File: config.mk
export PLATFORM = sky130hd
export DESIGN_NAME = mem_stage_unit_flat
export DESIGN_NICKNAME = d
export VERILOG_FILES = /design/src/rtl/mem_stage_pkg.sv /design/src/rtl/mem_stage_if.sv /design/src/rtl/mem_stage_dmem_handshake_fsm.sv /design/src/rtl/mem_stage_unit.sv /design/src/flat_wrapper.sv
export SDC_FILE = /design/constraint.sdc
export NUM_CORES = 1
export LEC_CHECK = 0
export ABC_CLOCK_PERIOD_IN_PS = 27000
export CAP_MARGIN = 20
export CORE_AREA = 2 2 187 189
export CTS_BUF_LIST = sky130_fd_sc_hd__clkbuf_4 sky130_fd_sc_hd__clkbuf_8 sky130_fd_sc_hd__clkbuf_16
export CTS_CLUSTER_DIAMETER = 40
export DETAILED_ROUTE_END_ITERATION = 10
export DIE_AREA = 0 0 189 191
export GPL_ROUTABILITY_DRIVEN = 0
export HOLD_SLACK_MARGIN = 0.06
export SYNTH_ARGS = -nofsm -noshare
export SYNTH_HDL_FRONTEND = slang
export SYNTH_SLANG_ARGS = --single-unit
File: constraint.sdc
create_clock -name clk -period 27 [get_ports clk]
set_input_delay 4.05 -clock clk [delete_from_list [all_inputs] [get_ports clk]]
set_output_delay 4.05 -clock clk [all_outputs]
set_load 0.03 [all_outputs]
File: src/rtl/mem_stage_pkg.sv
// Shared constants and types for the memory-access stage controller.
package mem_stage_pkg;

  localparam int DATA_LEN_DEF         = 64;
  localparam int CONTROL_LINE_DEF     = 5;
  localparam int INSTRUCTION_PART_DEF = 5;
  localparam int TIMEOUT_DEF          = 255;

  // Control-bus bit positions
  localparam int CTL_MEM_READ   = 0;
  localparam int CTL_MEM_WRITE  = 1;
  localparam int CTL_REG_WRITE  = 2;
  localparam int CTL_MEM_TO_REG = 3;
  localparam int CTL_BRANCH     = 4;

  typedef enum logic {
    ST_IDLE     = 1'b0,
    ST_WAIT_ACK = 1'b1
  } hs_state_t;

endpackage

File: src/rtl/mem_stage_if.sv
// Request/acknowledge data-memory port between the MEM stage and data memory.
interface mem_stage_if #(
  parameter int DATA_LEN = 64
);
  logic                dmem_req;
  logic                dmem_we;
  logic [DATA_LEN-1:0] dmem_addr;
  logic [DATA_LEN-1:0] dmem_wdata;
  logic                dmem_ack;
  logic [DATA_LEN-1:0] dmem_rdata;

  modport master (
    output dmem_req, dmem_we, dmem_addr, dmem_wdata,
    input  dmem_ack, dmem_rdata
  );

  modport slave (
    input  dmem_req, dmem_we, dmem_addr, dmem_wdata,
    output dmem_ack, dmem_rdata
  );
endinterface

File: src/rtl/mem_stage_dmem_handshake_fsm.sv
// Data-memory handshake: issues one request per memory op, waits for ack or timeout.
//   state       | meaning
//   ST_IDLE     | no access outstanding; a memory op issues a request at the next edge
//   ST_WAIT_ACK | request held stable until ack or TIMEOUT cycles elapse
module dmem_handshake_fsm
  import mem_stage_pkg::*;
#(
  parameter int DATA_LEN = DATA_LEN_DEF,
  parameter int TIMEOUT  = TIMEOUT_DEF
) (
  input  logic                clk,
  input  logic                rst,
  input  logic                mem_read,
  input  logic                mem_write,
  input  logic [DATA_LEN-1:0] addr,
  input  logic [DATA_LEN-1:0] wdata,
  mem_stage_if.master         dmem,
  output logic                stall,
  output logic                pass,
  output logic                done,
  output logic                timeout,
  output logic                mem_err
);

  localparam int CW = $clog2(TIMEOUT + 1);

  hs_state_t     state, state_nx;
  logic [CW-1:0] cnt;
  logic          mem_op;
  logic          stall_c;

  assign mem_op = mem_read | mem_write;
  // Reset forces the stage idle, so the stall must drop with it.
  assign stall  = stall_c & ~rst;

  always_comb begin
    state_nx = state;
    stall_c  = 1'b0;
    pass     = 1'b0;
    done     = 1'b0;
    timeout  = 1'b0;
    case (state)
      ST_IDLE: begin
        if (mem_op) begin
          stall_c  = 1'b1;
          state_nx = ST_WAIT_ACK;
        end else begin
          pass = 1'b1;
        end
      end
      ST_WAIT_ACK: begin
        if (dmem.dmem_ack) begin
          done     = 1'b1;
          state_nx = ST_IDLE;
        end else if (cnt == CW'(TIMEOUT - 1)) begin
          timeout  = 1'b1;
          state_nx = ST_IDLE;
        end else begin
          stall_c = 1'b1;
        end
      end
      default: state_nx = ST_IDLE;
    endcase
  end

  always_ff @(posedge clk or posedge rst) begin
    if (rst) begin
      state           <= ST_IDLE;
      cnt             <= '0;
      dmem.dmem_req   <= 1'b0;
      dmem.dmem_we    <= 1'b0;
      dmem.dmem_addr  <= '0;
      dmem.dmem_wdata <= '0;
      mem_err         <= 1'b0;
    end else begin
      state <= state_nx;
      case (state)
        ST_IDLE: begin
          if (mem_op) begin
            dmem.dmem_req   <= 1'b1;
            dmem.dmem_we    <= mem_write;
            dmem.dmem_addr  <= addr;
            dmem.dmem_wdata <= wdata;
            cnt             <= '0;
          end
        end
        ST_WAIT_ACK: begin
          if (done || timeout) begin
            dmem.dmem_req <= 1'b0;
          end else begin
            cnt <= cnt + 1'b1;
          end
          if (timeout) begin
            mem_err <= 1'b1;
          end
        end
        default: ;
      endcase
    end
  end

endmodule

File: src/rtl/mem_stage_unit.sv
// MEM stage: drives the data-memory handshake, resolves beq against the carried
// prediction, and registers results toward write-back.
module mem_stage_unit
  import mem_stage_pkg::*;
#(
  parameter int DATA_LEN         = DATA_LEN_DEF,
  parameter int CONTROL_LINE     = CONTROL_LINE_DEF,
  parameter int INSTRUCTION_PART = INSTRUCTION_PART_DEF,
  parameter int TIMEOUT          = TIMEOUT_DEF
) (
  input  logic                        clk,
  input  logic                        rst,
  input  logic                        if_beq_in,
  input  logic [CONTROL_LINE-1:0]     control_in,
  input  logic                        zero_in,
  input  logic [DATA_LEN-1:0]         alu_val_in,
  input  logic [DATA_LEN-1:0]         wr_addr_in,
  input  logic [INSTRUCTION_PART-1:0] instruction_part_in,
  input  logic                        predictor_in,
  mem_stage_if.master                 dmem,
  output logic                        stall,
  output logic                        ex_flush,
  output logic                        pred_upd_valid,
  output logic                        pred_upd_taken,
  output logic                        wb_reg_write,
  output logic                        wb_mem_to_reg,
  output logic [INSTRUCTION_PART-1:0] wb_rd,
  output logic [DATA_LEN-1:0]         wb_alu_val,
  output logic [DATA_LEN-1:0]         wb_mem_data,
  output logic                        mem_err
);

  logic pass, done, timeout;
  logic complete, bubble, is_load, wb_valid;

  dmem_handshake_fsm #(
    .DATA_LEN (DATA_LEN),
    .TIMEOUT  (TIMEOUT)
  ) u_hs (
    .clk       (clk),
    .rst       (rst),
    .mem_read  (control_in[CTL_MEM_READ]),
    .mem_write (control_in[CTL_MEM_WRITE]),
    .addr      (alu_val_in),
    .wdata     (wr_addr_in),
    .dmem      (dmem),
    .stall     (stall),
    .pass      (pass),
    .done      (done),
    .timeout   (timeout),
    .mem_err   (mem_err)
  );

  // Upstream is held while stalled, so the inputs still describe the
  // instruction on its completion edge.
  assign complete = pass | done | timeout;
  assign bubble   = (control_in == '0) && !if_beq_in;
  assign is_load  = control_in[CTL_MEM_READ] & ~control_in[CTL_MEM_WRITE];
  assign wb_valid = complete & ~bubble & ~timeout & control_in[CTL_REG_WRITE];

  // Stalled edges send a bubble to write-back; pulses are rebuilt every edge.
  always_ff @(posedge clk or posedge rst) begin
    if (rst) begin
      ex_flush       <= 1'b0;
      pred_upd_valid <= 1'b0;
      pred_upd_taken <= 1'b0;
      wb_reg_write   <= 1'b0;
      wb_mem_to_reg  <= 1'b0;
      wb_rd          <= '0;
      wb_alu_val     <= '0;
      wb_mem_data    <= '0;
    end else begin
      ex_flush       <= 1'b0;
      pred_upd_valid <= 1'b0;
      pred_upd_taken <= 1'b0;
      wb_reg_write   <= 1'b0;
      wb_mem_to_reg  <= 1'b0;
      wb_rd          <= '0;
      wb_alu_val     <= '0;
      wb_mem_data    <= '0;
      if (complete && if_beq_in) begin
        pred_upd_valid <= 1'b1;
        pred_upd_taken <= zero_in;
        ex_flush       <= zero_in ^ predictor_in;
      end
      if (wb_valid) begin
        wb_reg_write  <= 1'b1;
        wb_mem_to_reg <= control_in[CTL_MEM_TO_REG];
        wb_rd         <= instruction_part_in;
        wb_alu_val    <= alu_val_in;
        wb_mem_data   <= (done && is_load) ? dmem.dmem_rdata : '0;
      end
    end
  end

endmodule

File: src/flat_wrapper.sv
// flat-port wrapper written by rule: the top's interface ports become plain ports
module mem_stage_unit_flat import mem_stage_pkg::*;
#(
  parameter int DATA_LEN         = DATA_LEN_DEF,
  parameter int CONTROL_LINE     = CONTROL_LINE_DEF,
  parameter int INSTRUCTION_PART = INSTRUCTION_PART_DEF,
  parameter int TIMEOUT          = TIMEOUT_DEF
)
  (clk, rst, if_beq_in, control_in, zero_in, alu_val_in, wr_addr_in, instruction_part_in, predictor_in, stall, ex_flush, pred_upd_valid, pred_upd_taken, wb_reg_write, wb_mem_to_reg, wb_rd, wb_alu_val, wb_mem_data, mem_err, dmem_dmem_req, dmem_dmem_we, dmem_dmem_addr, dmem_dmem_wdata, dmem_dmem_ack, dmem_dmem_rdata);
  mem_stage_if #(.DATA_LEN(DATA_LEN)) dmem_i ();
  input  logic clk;
  input  logic rst;
  input  logic if_beq_in;
  input  logic [CONTROL_LINE-1:0] control_in;
  input  logic zero_in;
  input  logic [DATA_LEN-1:0] alu_val_in;
  input  logic [DATA_LEN-1:0] wr_addr_in;
  input  logic [INSTRUCTION_PART-1:0] instruction_part_in;
  input  logic predictor_in;
  output logic stall;
  output logic ex_flush;
  output logic pred_upd_valid;
  output logic pred_upd_taken;
  output logic wb_reg_write;
  output logic wb_mem_to_reg;
  output logic [INSTRUCTION_PART-1:0] wb_rd;
  output logic [DATA_LEN-1:0] wb_alu_val;
  output logic [DATA_LEN-1:0] wb_mem_data;
  output logic mem_err;
  output wire logic [$bits(dmem_i.dmem_req)-1:0] dmem_dmem_req;
  output wire logic [$bits(dmem_i.dmem_we)-1:0] dmem_dmem_we;
  output wire logic [$bits(dmem_i.dmem_addr)-1:0] dmem_dmem_addr;
  output wire logic [$bits(dmem_i.dmem_wdata)-1:0] dmem_dmem_wdata;
  input wire logic [$bits(dmem_i.dmem_ack)-1:0] dmem_dmem_ack;
  input wire logic [$bits(dmem_i.dmem_rdata)-1:0] dmem_dmem_rdata;
  assign dmem_dmem_req = dmem_i.dmem_req;
  assign dmem_dmem_we = dmem_i.dmem_we;
  assign dmem_dmem_addr = dmem_i.dmem_addr;
  assign dmem_dmem_wdata = dmem_i.dmem_wdata;
  assign dmem_i.dmem_ack = dmem_dmem_ack;
  assign dmem_i.dmem_rdata = dmem_dmem_rdata;
  mem_stage_unit #(.DATA_LEN(DATA_LEN), .CONTROL_LINE(CONTROL_LINE), .INSTRUCTION_PART(INSTRUCTION_PART), .TIMEOUT(TIMEOUT)) u_core (.clk(clk), .rst(rst), .if_beq_in(if_beq_in), .control_in(control_in), .zero_in(zero_in), .alu_val_in(alu_val_in), .wr_addr_in(wr_addr_in), .instruction_part_in(instruction_part_in), .predictor_in(predictor_in), .dmem(dmem_i), .stall(stall), .ex_flush(ex_flush), .pred_upd_valid(pred_upd_valid), .pred_upd_taken(pred_upd_taken), .wb_reg_write(wb_reg_write), .wb_mem_to_reg(wb_mem_to_reg), .wb_rd(wb_rd), .wb_alu_val(wb_alu_val), .wb_mem_data(wb_mem_data), .mem_err(mem_err));
endmodule
==> flow_summary.yaml <==
outcome:
  status: "finished, final reports clean"
clock_network:
  cts_tree: "built"
  clock_path_buffers: 3
  post-cts-setup-buffers: 0
  cts_buffers: 42
  clock_sinks: 278
  clock_latency_ns: 0.53
  cts_root_buffer: "clkbuf_16"
  htree_levels: 2
  cts_resized: 0
  cts_hold_buf: 0
  clkTransAtPathRegs_ns: 0.05
synth:
  synth_edf_count: 0
  synth_common_cells: "278 x dfrtp_1, 135 x and2_1, 128 x mux2_2, 12 x clkbuf_2, 10 x buf_4"
  yosysTopAreaCellShare: 0.708
  seq_area_frac_synth: 0.708
  syn_area_um2: 9830
  syn_area_per_cell_um2: 15.7
  synth_warnings: 0
  ys_seq_elements: 278
  yosysTopAreaCell: "dfrtp_1"
  yosysMostFrequentCell: "dfrtp_1"
  syn_nets: 837
  ys_top_cells_by_area: "dfrtp_1 71%, mux2_2 15%, and2_1 8.6%"
  synthCells: 627
  ys.flop_type: "dfrtp_1"
  synth-async-reset-ratio: 1.00
  ys_types: 33
critical_path:
  arrival_ns: 5.99
  cp-start-kind: "primary input"
  r2r-start: "u_core.u_hs.state"
  critPathKind: "primary input to primary output"
  reg2reg_depth: 4
  worstSetupEndpointType: "primary output"
  rrSetupSlack_ns: 24.07
  critPathMaxFanout: 7
  rr_endpoint: "u_core.u_hs.dmem.dmem_wdata[39]"
  required_ns: 22.95
power:
  max-vdd-ir-drop_v: 0.0000461
  power_density_nw_per_um2: 96.9
  power_w: 0.00161
  p_leak_nw: 7.25
sta:
  worst_pin_slew_ns: 1.06
  whs_ns: 0.485
  drv_slew: 0
  setup_viol_count_final: 0
  hold_violations: 0
  setup-tns-final_ns: 0
  rsz0062_at_grt: "false"
  finalCriticalPeriod_ns: 10.04
  finClkSkew_ns: 0.0145
  maxSlewHeadroom: 0.293
  worst_slack_ns: 16.96
  max_freq_mhz: 99.6
  fin_crit_sh: 0.372
floorplan:
  dieArea_um2: 36100
  die_x_um: 189
  die_y_um: 191
  ios: 478
  start_util: 0.288
  fp.coreArea_um2: 34100
  rows: 68
detailed_routing:
  drc: 0
  vias: 6785
  dr_wl_met2_mm: 14.7
  drt_first_pass_iters: 4
  ant_nets: 0
  vias_per_cell: 4.21
  wl_met3_mm: 3.07
  wirelength_met1_mm: 10.6
  routed_wl_mm: 28.9
  wl_per_cell_um: 18.0
  drt_iter0_drc: 293
  highest_layer: "met4"
cells_and_area:
  fillers: 3025
  diodes: 0
  syn2layout_area_growth_pct: 68.6
  nets: 1334
  fin_area_um2: 16600
  drive_gt1_frac: 0.187
global_routing:
  grtUsageTotal: 0.156
  grt_pass1_vias: 6962
  grt_first_pass_wirelength_mm: 42.9
  grt_max_degree: 139
  antenna_found_initial: 0
  grt_overflow: 0
place:
  pre_cts_ws_ns: 16.94
  dpl.hpwl_mm: 20.9
  placed_area_um2: 15000
  port_buffers: 476
worst_hold_path:
  hp-class: "flip-flop to flip-flop"
  hold_end: "u_core.u_hs.mem_err"
  hp-start: "u_core.u_hs.mem_err"
  hold_depth: 1
job:
  maxCapViolations: 0
## metrics by stage
step           utilization  instances
2_1_floorplan            -        627
6_report             0.486       1611
4_1_cts              0.486       1611
5_1_grt              0.486       1611
3_5_place_dp         0.441       1535
3_3_place_gp         0.441       1535
## kinds of logic (layout without fill, tap and decap cells)
logic type,count (synthesis),count (layout),synth area share
muxes,134,134,0.153
and+or+nand+nor,161,161,0.103
AOI/OAI and AO/OA,16,16,0.0130
adders and majority gates,2,2,0.00255
xor gates and xnor gates,1,1,0.000891
DFF,278,278,0.708
buffers and inverters,35,564,0.0196
## layout make-up
type                    count  area, µm²  area share
flip-flops and latches    278       6960       0.420
repair buffers            482       4810       0.290
multi-input cells         314       2680       0.162
clock buffers              52       1170      0.0709
well taps                 455        569      0.0344
clock inverters            24        353      0.0213
inverters                   6       30.0     0.00181
## layout by cell type (no fill, tap or decap), types with 2 or more instances in the layout
| master | instances |
|---|---|
| and2_1 | 135 |
| o21ai_0 | 3 |
| o211ai_1 | 2 |
| nand3_1 | 3 |
| clkdlybuf4s50_1 | 476 |
| a21oi_1 | 3 |
| mux2i_1 | 6 |
| clkbuf_8 | 5 |
| inv_6 | 4 |
| nand2_1 | 9 |
| inv_1 | 5 |
| inv_8 | 2 |
| ha_1 | 2 |
| bufinv_16 | 7 |
| buf_4 | 6 |
| and3b_1 | 2 |
| clkinvlp_4 | 4 |
| clkinv_2 | 4 |
| clkbuf_16 | 43 |
| and4_1 | 3 |
| dfrtp_1 | 278 |
| clkinv_4 | 3 |
| and3_1 | 2 |
| mux2_2 | 128 |
| clkbuf_4 | 4 |
## critical path, stage by stage
cell,delay (ns)
clkdlybuf4s50_1,0.50
nor2b_1,0.18
o21ai_1,0.23
a21oi_1,0.27
clkdlybuf4s50_1,0.75
## worst max-delay path by stage
stage | depth (start not counted) | start | end
2_1_floorplan | 1 | rst | u_core.ex_flush
3_3_place_gp | 5 | dmem_dmem_ack | stall
3_5_place_dp | 5 | dmem_dmem_ack | stall
4_1_cts | 5 | dmem_dmem_ack | stall
5_1_grt | 5 | dmem_dmem_ack | stall
6_report | 5 | dmem_dmem_ack | stall
## where the power goes
part	total (W)	leakage (nW)	internal [W]	switching, W
combinational	0.000489	2.95	0.000226	0.000263
sequential	0.000537	3.55	0.000497	0.0000398
clock	0.000580	0.746	0.000380	0.000200
## layer usage
layer  track usage  vias up
met4        0.0439        0
met3        0.0688       46
met5             0        -
met1         0.169     3317
li1              -     3089
met2         0.276      333
(Power assumes the default switching activity.)
